<file path="src/rtl/i8080_write_rx_pkg.sv">
// Shared types and constants for the i8080 write receiver (MCU bus to RGB565 FIFO).
package i8080_pkg;

  localparam int WORD_W = 16;

  localparam logic [7:0] CMD_RAMWR_DEF  = 8'h2C;
  localparam logic [7:0] CMD_RAMWRC_DEF = 8'h3C;

  typedef enum logic [1:0] {
    IDLE  = 2'd0,
    PARAM = 2'd1,
    MEMWR = 2'd2
  } state_e;

endpackage

</file>
<file path="src/rtl/i8080_write_rx_if.sv">
// i8080 (8080-II, 8-bit) write-side bus pins; the MCU is the master.
interface i8080_write_rx_if;
  logic       I80_nCS;
  logic       I80_nWR;
  logic       I80_DC;
  logic [7:0] I80_D;

  modport master (output I80_nCS, output I80_nWR, output I80_DC, output I80_D);
  modport slave  (input  I80_nCS, input  I80_nWR, input  I80_DC, input  I80_D);
endinterface

</file>
<file path="src/rtl/i8080_write_rx_sync_edge.sv">
// Multi-flop synchroniser for a bus of WIDTH bits with rising-edge detect on bit 0.
module i8080_sync_edge #(
  parameter int               STAGES  = 2,
  parameter int               WIDTH   = 1,
  parameter logic [WIDTH-1:0] RST_VAL = '0
) (
  input  logic             clk,
  input  logic             rst_n,
  input  logic [WIDTH-1:0] din,
  output logic [WIDTH-1:0] sync_o,
  output logic             rise_o
);

  logic [STAGES-1:0][WIDTH-1:0] chain_q, chain_d;
  logic                         prev_q, prev_d;

  always_comb begin
    chain_d = {chain_q[STAGES-2:0], din};
    prev_d  = chain_q[STAGES-1][0];
  end

  always_ff @(posedge clk or negedge rst_n) begin
    if (!rst_n) begin
      chain_q <= {STAGES{RST_VAL}};
      prev_q  <= RST_VAL[0];
    end else begin
      chain_q <= chain_d;
      prev_q  <= prev_d;
    end
  end

  assign sync_o = chain_q[STAGES-1];
  assign rise_o = chain_q[STAGES-1][0] & ~prev_q;

endmodule

</file>
<file path="src/rtl/i8080_write_rx.sv">
// i8080 write receiver: decodes commands/parameters and packs RAMWR byte pairs into RGB565 words.
// Build option I80_BYTE_SWAP_EN: first byte of each pair becomes the low byte.
module i8080_write_rx
  import i8080_pkg::*;
#(
  parameter int         SYNC_STAGES = 2,
  parameter logic [7:0] CMD_RAMWR   = CMD_RAMWR_DEF,
  parameter logic [7:0] CMD_RAMWRC  = CMD_RAMWRC_DEF
) (
  input  logic                CLK,
  input  logic                nRST,
  i8080_write_rx_if.slave     bus,
  input  logic                FIFO_FULL,
  output logic                FIFO_WE,
  output logic [WORD_W-1:0]   FIFO_DI,
  output logic                FRAME_START,
  output logic                CMD_VALID,
  output logic [7:0]          CMD_CODE,
  output logic                PARAM_VALID,
  output logic [7:0]          PARAM_DATA,
  output logic                OVERFLOW,
  output state_e              DBG_STATE
);

  // nWR, DC and D share one chain so the byte is always aligned with its strobe.
  logic [9:0] dwr_sync;
  logic       nwr_rise;
  logic [0:0] ncs_sync;
  logic       ncs_rise;

  i8080_sync_edge #(.STAGES(SYNC_STAGES), .WIDTH(10), .RST_VAL(10'h001)) u_sync_dwr (
    .clk    (CLK),
    .rst_n  (nRST),
    .din    ({bus.I80_D, bus.I80_DC, bus.I80_nWR}),
    .sync_o (dwr_sync),
    .rise_o (nwr_rise)
  );

  i8080_sync_edge #(.STAGES(SYNC_STAGES), .WIDTH(1), .RST_VAL(1'b1)) u_sync_ncs (
    .clk    (CLK),
    .rst_n  (nRST),
    .din    (bus.I80_nCS),
    .sync_o (ncs_sync),
    .rise_o (ncs_rise)
  );

  // Capture stage: one registered write event with its byte and DC.
  logic       wr_evt_q, wr_evt_d;
  logic       ncs_rise_q, ncs_rise_d;
  logic       dc_q, dc_d;
  logic [7:0] byte_q, byte_d;

  // Decode state and registered outputs.
  state_e            state_q, state_d;
  logic              phase_q, phase_d;
  logic [7:0]        first_q, first_d;
  logic              fifo_we_q, fifo_we_d;
  logic [WORD_W-1:0] fifo_di_q, fifo_di_d;
  logic              frame_start_q, frame_start_d;
  logic              cmd_valid_q, cmd_valid_d;
  logic [7:0]        cmd_code_q, cmd_code_d;
  logic              param_valid_q, param_valid_d;
  logic [7:0]        param_data_q, param_data_d;
  logic              overflow_q, overflow_d;

  always_comb begin
    wr_evt_d   = nwr_rise & dwr_sync[0] & ~ncs_sync[0];
    ncs_rise_d = ncs_rise;
    dc_d       = dwr_sync[1];
    byte_d     = dwr_sync[9:2];
  end

  always_comb begin
    state_d       = state_q;
    phase_d       = phase_q;
    first_d       = first_q;
    fifo_we_d     = 1'b0;
    fifo_di_d     = fifo_di_q;
    frame_start_d = 1'b0;
    cmd_valid_d   = 1'b0;
    cmd_code_d    = cmd_code_q;
    param_valid_d = 1'b0;
    param_data_d  = param_data_q;
    overflow_d    = overflow_q;

    // An nCS release drops any odd byte but keeps the state for the next session.
    if (ncs_rise_q) phase_d = 1'b0;

    if (wr_evt_q) begin
      if (!dc_q) begin
        cmd_valid_d = 1'b1;
        cmd_code_d  = byte_q;
        phase_d     = 1'b0;
        if (byte_q == CMD_RAMWR) begin
          state_d       = MEMWR;
          frame_start_d = 1'b1;
          overflow_d    = 1'b0;
        end else if (byte_q == CMD_RAMWRC) begin
          state_d = MEMWR;
        end else begin
          state_d = PARAM;
        end
      end else if (state_q != MEMWR) begin
        param_valid_d = 1'b1;
        param_data_d  = byte_q;
      end else if (!phase_q) begin
        first_d = byte_q;
        phase_d = 1'b1;
      end else begin
`ifdef I80_BYTE_SWAP_EN
        fifo_di_d = {byte_q, first_q};
`else
        fifo_di_d = {first_q, byte_q};
`endif
        if (FIFO_FULL) overflow_d = 1'b1;
        else           fifo_we_d  = 1'b1;
        phase_d = 1'b0;
      end
    end
  end

  always_ff @(posedge CLK or negedge nRST) begin
    if (!nRST) begin
      wr_evt_q      <= 1'b0;
      ncs_rise_q    <= 1'b0;
      dc_q          <= 1'b0;
      byte_q        <= '0;
      state_q       <= IDLE;
      phase_q       <= 1'b0;
      first_q       <= '0;
      fifo_we_q     <= 1'b0;
      fifo_di_q     <= '0;
      frame_start_q <= 1'b0;
      cmd_valid_q   <= 1'b0;
      cmd_code_q    <= '0;
      param_valid_q <= 1'b0;
      param_data_q  <= '0;
      overflow_q    <= 1'b0;
    end else begin
      wr_evt_q      <= wr_evt_d;
      ncs_rise_q    <= ncs_rise_d;
      dc_q          <= dc_d;
      byte_q        <= byte_d;
      state_q       <= state_d;
      phase_q       <= phase_d;
      first_q       <= first_d;
      fifo_we_q     <= fifo_we_d;
      fifo_di_q     <= fifo_di_d;
      frame_start_q <= frame_start_d;
      cmd_valid_q   <= cmd_valid_d;
      cmd_code_q    <= cmd_code_d;
      param_valid_q <= param_valid_d;
      param_data_q  <= param_data_d;
      overflow_q    <= overflow_d;
    end
  end

  assign FIFO_WE     = fifo_we_q;
  assign FIFO_DI     = fifo_di_q;
  assign FRAME_START = frame_start_q;
  assign CMD_VALID   = cmd_valid_q;
  assign CMD_CODE    = cmd_code_q;
  assign PARAM_VALID = param_valid_q;
  assign PARAM_DATA  = param_data_q;
  assign OVERFLOW    = overflow_q;
  assign DBG_STATE   = state_q;

endmodule

</file>
<file path="src/flat_wrapper.sv">
// flat-port wrapper written by rule: the top's interface ports become plain ports
module i8080_write_rx_flat import i8080_pkg::*;
#(
  parameter int         SYNC_STAGES = 2,
  parameter logic [7:0] CMD_RAMWR   = CMD_RAMWR_DEF,
  parameter logic [7:0] CMD_RAMWRC  = CMD_RAMWRC_DEF
)
  (CLK, nRST, FIFO_FULL, FIFO_WE, FIFO_DI, FRAME_START, CMD_VALID, CMD_CODE, PARAM_VALID, PARAM_DATA, OVERFLOW, DBG_STATE, bus_I80_nCS, bus_I80_nWR, bus_I80_DC, bus_I80_D);
  i8080_write_rx_if bus_i ();
  input  logic CLK;
  input  logic nRST;
  input  logic FIFO_FULL;
  output logic FIFO_WE;
  output logic [WORD_W-1:0] FIFO_DI;
  output logic FRAME_START;
  output logic CMD_VALID;
  output logic [7:0] CMD_CODE;
  output logic PARAM_VALID;
  output logic [7:0] PARAM_DATA;
  output logic OVERFLOW;
  output state_e DBG_STATE;
  input wire logic [$bits(bus_i.I80_nCS)-1:0] bus_I80_nCS;
  input wire logic [$bits(bus_i.I80_nWR)-1:0] bus_I80_nWR;
  input wire logic [$bits(bus_i.I80_DC)-1:0] bus_I80_DC;
  input wire logic [$bits(bus_i.I80_D)-1:0] bus_I80_D;
  assign bus_i.I80_nCS = bus_I80_nCS;
  assign bus_i.I80_nWR = bus_I80_nWR;
  assign bus_i.I80_DC = bus_I80_DC;
  assign bus_i.I80_D = bus_I80_D;
  i8080_write_rx #(.SYNC_STAGES(SYNC_STAGES), .CMD_RAMWR(CMD_RAMWR), .CMD_RAMWRC(CMD_RAMWRC)) u_core (.CLK(CLK), .nRST(nRST), .bus(bus_i), .FIFO_FULL(FIFO_FULL), .FIFO_WE(FIFO_WE), .FIFO_DI(FIFO_DI), .FRAME_START(FRAME_START), .CMD_VALID(CMD_VALID), .CMD_CODE(CMD_CODE), .PARAM_VALID(PARAM_VALID), .PARAM_DATA(PARAM_DATA), .OVERFLOW(OVERFLOW), .DBG_STATE(DBG_STATE));
endmodule
</file>
<file path="config.mk">
export PLATFORM = sky130hd
export DESIGN_NAME = i8080_write_rx_flat
export DESIGN_NICKNAME = d
export VERILOG_FILES = /design/src/rtl/i8080_write_rx_pkg.sv /design/src/rtl/i8080_write_rx_if.sv /design/src/rtl/i8080_write_rx_sync_edge.sv /design/src/rtl/i8080_write_rx.sv /design/src/flat_wrapper.sv
export SDC_FILE = /design/constraint.sdc
export NUM_CORES = 1
export LEC_CHECK = 0
export ABC_AREA = 0
export CAP_MARGIN = 5
export CORE_MARGIN = 1.5
export CORE_UTILIZATION = 46
export DETAILED_ROUTE_END_ITERATION = 7
export PLACE_DENSITY = 0.75
export SLEW_MARGIN = 30
export SYNTH_ARGS = -nofsm -noshare
export SYNTH_HDL_FRONTEND = slang
export SYNTH_SLANG_ARGS = --single-unit
</file>
<file path="constraint.sdc">
create_clock -name CLK -period 1.23 [get_ports CLK]
set_input_delay 0.246 -clock CLK [delete_from_list [all_inputs] [get_ports CLK]]
set_output_delay 0.246 -clock CLK [all_outputs]
set_load 0.01 [all_outputs]
</file>
==> flow_summary_export.csv, run 1 <==
group,metric,value,unit
sta,worst_pin_slew,0.319,ns
detailed_routing,finalWirelength,5330,µm
synthesis,synth-edff-count,0,
min_path,hold_class,"primary input to flip-flop",
synthesis,async_reset_ff_share,100,%
floorplan,io_pins,53,
global_routing,antenna_found_initial,0,
setup_path,worstSetupStartpointType,"flip-flop",
global_routing,grt_max_degree,35,
place,hpwl,3310,µm
sta,drv_slew,0,
clocking,clkTransAtPathRegs,0.08,ns
floorplan,die-area,6510,µm²
clocking,cts_tree,"yes",
finish,n_antenna_cell,0,
synthesis,syn_inst,169,
place,io_buffers,52,
synthesis,yosys_register_bits,83,
outcome,violations,"setup timing",
sta,slew_headroom,78.7,%
detailed_routing,drtAntennaViolNets,0,
synthesis,netlist.area_leader.share,69.4,%
floorplan,num_rows,28,
floorplan,start_util,47.2,%
synthesis,yosys_warnings,0,
detailed_routing,drtIter0Drc,145,
clocking,cts_buffers,9,
global_routing,track_usage,18.1,%
detailed_routing,via_per_inst,4.72,
setup_path,critPathMaxStageDelay,0.44,ns
clocking,htree_levels,3,
sta,holdWs,0.307,ns
synthesis,syn_nets,183,
sta,clock.fmax,0.688,GHz
finish,drive_above_1_share,50.2,%
synthesis,synthesis.area,2780,µm²
flow_run,drv_cap,0,
global_routing,overflow,0,
synthesis,yosysMostFrequentCell,"dfrtp_1",
power,p_per_area,1450,nW/µm²
floorplan,die_y,80.7,µm
setup_path,cp.required,1.46,ns
setup_path,crit_type,"flip-flop to flip-flop",
power,power.leakage,1.98,nW
sta,layout_setup_ws,-0.224,ns
setup_path,endpoint_kind,"flip-flop",
sta,finalHoldViolCount,0,
detailed_routing,drc,0,
global_routing,grt_pass1_vias,1685,
power,peakVddDrop,831,µV
clocking,clock_latency,0.34,ns
min_path,holdPathStages,1,
sta,skew,0.00555,ns
detailed_routing,vias,1642,
floorplan,die_w,80.7,µm
finish,area_growth,40.0,%
sta,fin_crit_sh,118,%
setup_path,ff2ff_path_depth,4,
clocking,clockRootBuffer,"clkbuf_8",
setup_path,crit_fanout,5,
place,dp_slack,-0.233,ns
clocking,clock_sinks,83,
setup_path,cp_slowest_cell,"dfrtp_2",
synthesis,netlist_top_cells_count,"dfrtp_1, nand2_1, mux2_2",
setup_path,arrival,1.68,ns
detailed_routing,first_pass_iters,4,
place,gp_congestion,0.813,
clocking,clockBufferDepth,2,
synthesis,synth.largest_area_cell,"dfrtp_1",
sta,setup_viol,38,
synthesis,synth.area.top_cells,"dfrtp_1, mux2_2, dfstp_2, mux2_4, nand2_1",
setup_path,worstPathCellList,"nand4b_1 -> nor2_4 -> buf_6 -> mux2_4",
synthesis,yosysSeqAreaShare,75.1,%
detailed_routing,wl_per_cell,15.3,µm
floorplan,coreArea,5890,µm²
global_routing,grt_pass1_wl,8400,µm
synthesis,synth_ff_type,"dfrtp_1",
finish,fin_nets,283,
sta,rsz0062_at_grt,"yes",
outcome,outcome,"complete, but fails checks",
synthesis,ys_types,25,
synthesis,syn_area_per_cell,16.4,µm²
sta,post-route-min-period,1.45,ns
worst max-delay path: cells and delay by family (launching register included):
kind,cells,cell delay [ns]
and+or+nand+nor,2,0.44
buffers and inverters,1,0.16
muxes,1,0.31
DFF,1,0.44
state kept, by name, summed over array words and instances (netlist names):
signal and flops:
u_core.phase_q 1, u_core.u_sync_dwr.chain_d 10, u_core.PARAM_DATA 8, u_core.ncs_rise_q 1, u_core.first_q 8, u_core.byte_q 8, u_core.CMD_VALID 1, u_core.dc_q 1
u_core.CMD_CODE 8, u_core.wr_evt_q 1, u_core.FIFO_WE 1, u_core.u_sync_dwr.prev_q 1, u_core.u_sync_dwr.sync_o 10, u_core.FRAME_START 1, u_core.DBG_STATE 2, u_core.PARAM_VALID 1
u_core.u_sync_ncs.prev_q 1, u_core.FIFO_DI 16, u_core.u_sync_ncs.sync_o 1, u_core.u_sync_ncs.chain_d 1, u_core.OVERFLOW 1
what timing repair did:
| action | in CTS | in global routing |
|---|---|---|
| hold buffers | 1 | 0 |
| hold endpoints to repair | 15 | 0 |
| buffers inserted | 12 | 3 |
| cloned | 0 | 1 |
| resized for setup | 123 | 33 |
| pin swaps | 4 | 3 |
| setup endpoints to repair | 78 | 70 |
final timing paths:
check / slack, ns / start / endpoint
max: -0.22 / u_core.DBG_STATE[0] / u_core.first_q[2]
min: 0.31 / bus_I80_nWR / u_core.u_sync_dwr.chain_d[10]
max reg2reg: -0.22 / u_core.DBG_STATE[0] / u_core.first_q[2]
min reg2reg: 0.35 / u_core.u_sync_dwr.chain_d[15] / u_core.u_sync_dwr.sync_o[5]
max in group asynchronous: 0.42 / nRST / u_core.PARAM_VALID
min in group asynchronous: 0.34 / nRST / u_core.first_q[4]
routing by layer:
| metal | up-vias | global-route usage, % | wire [µm] |
|---|---|---|---|
| li1 | 767 | - | - |
| met1 | 818 | 24.2 | 2360 |
| met2 | 47 | 27.5 | 2630 |
| met3 | 10 | 5.34 | 241 |
| met4 | 0 | 7.59 | 92 |
| met5 | - | 0 | 0 |
cells in the final DEF, fill, tap and decap left out:
| cell | netlist | routed |
|---|---|---|
| a31o_2 | 2 | 1 |
| a31o_4 | 0 | 1 |
| buf_12 | 0 | 3 |
| buf_2 | 1 | 10 |
| buf_4 | 0 | 28 |
| buf_6 | 1 | 10 |
| bufinv_16 | 0 | 2 |
| clkbuf_1 | 1 | 1 |
| clkbuf_16 | 0 | 1 |
| clkbuf_2 | 0 | 24 |
| clkbuf_8 | 0 | 10 |
| clkdlybuf4s15_1 | 0 | 3 |
| clkdlybuf4s50_1 | 0 | 12 |
| clkinvlp_4 | 0 | 2 |
| dfrtp_1 | 77 | 76 |
| dfrtp_2 | 0 | 1 |
| dfstp_2 | 6 | 6 |
| dlygate4sd3_1 | 0 | 1 |
| inv_1 | 3 | 2 |
| inv_2 | 0 | 1 |
| mux2_2 | 23 | 7 |
| mux2_4 | 9 | 25 |
| nand2_1 | 28 | 28 |
| nand2b_4 | 0 | 1 |
| nand3_1 | 1 | 1 |
| nand4_1 | 1 | 1 |
| nand4_4 | 1 | 1 |
| nand4b_1 | 2 | 2 |
| nor2_1 | 3 | 3 |
| nor2_4 | 1 | 2 |
| nor2b_1 | 1 | 1 |
| nor2b_4 | 1 | 1 |
| nor3b_1 | 1 | 1 |
| nor4bb_1 | 1 | 1 |
| o21a_1 | 1 | 1 |
| o21ai_0 | 1 | 1 |
| o2bb2ai_1 | 1 | 1 |
metrics by stage:
step	TNS, ns	area (µm²)	power (W)	instances	util, %
after CTS	-4.93	3980	0.00572	344	67.5
after global placement	-2.82	3580	0.00360	316	60.9
after detailed placement	-3.58	3580	0.00362	316	60.9
after global routing	-8.45	3890	0.00590	348	66.1
after floorplan	-3.46	2780	0.00320	169	-
final	-6.67	3890	0.00563	348	66.1
layout make-up:
type                            count  area, µm²
Clock buffer                       11        141
Fill cell                         428       2000
Multi-Input combinational cell     80        742
Tap cell                           75       93.8
Timing Repair Buffer               92        738
Inverter                            3       11.3
Clock inverter                      4       75.1
Sequential cell                    83       2090
power breakdown:
part	switching [W]	total, W	internal, W
combinational	0.000244	0.000536	0.000292
sequential	0.0000907	0.00300	0.00291
clock	0.000905	0.00209	0.00119
cell families after synthesis:
logic type | Yosys count | share of synthesized area [%]
DFF | 83 | 75.1
and+or+nand+nor | 43 | 8.20
muxes | 32 | 14.2
buffers and inverters | 6 | 1.13
AOI/OAI and AO/OA | 5 | 1.40
(Power assumes the default switching activity.)
==> run 2: changes to the inputs <==
GPL_TIMING_DRIVEN = 1   (was unset)
==> results of run 2 <==
No change in the layout: final DEF, timing and power equal those of run 1.
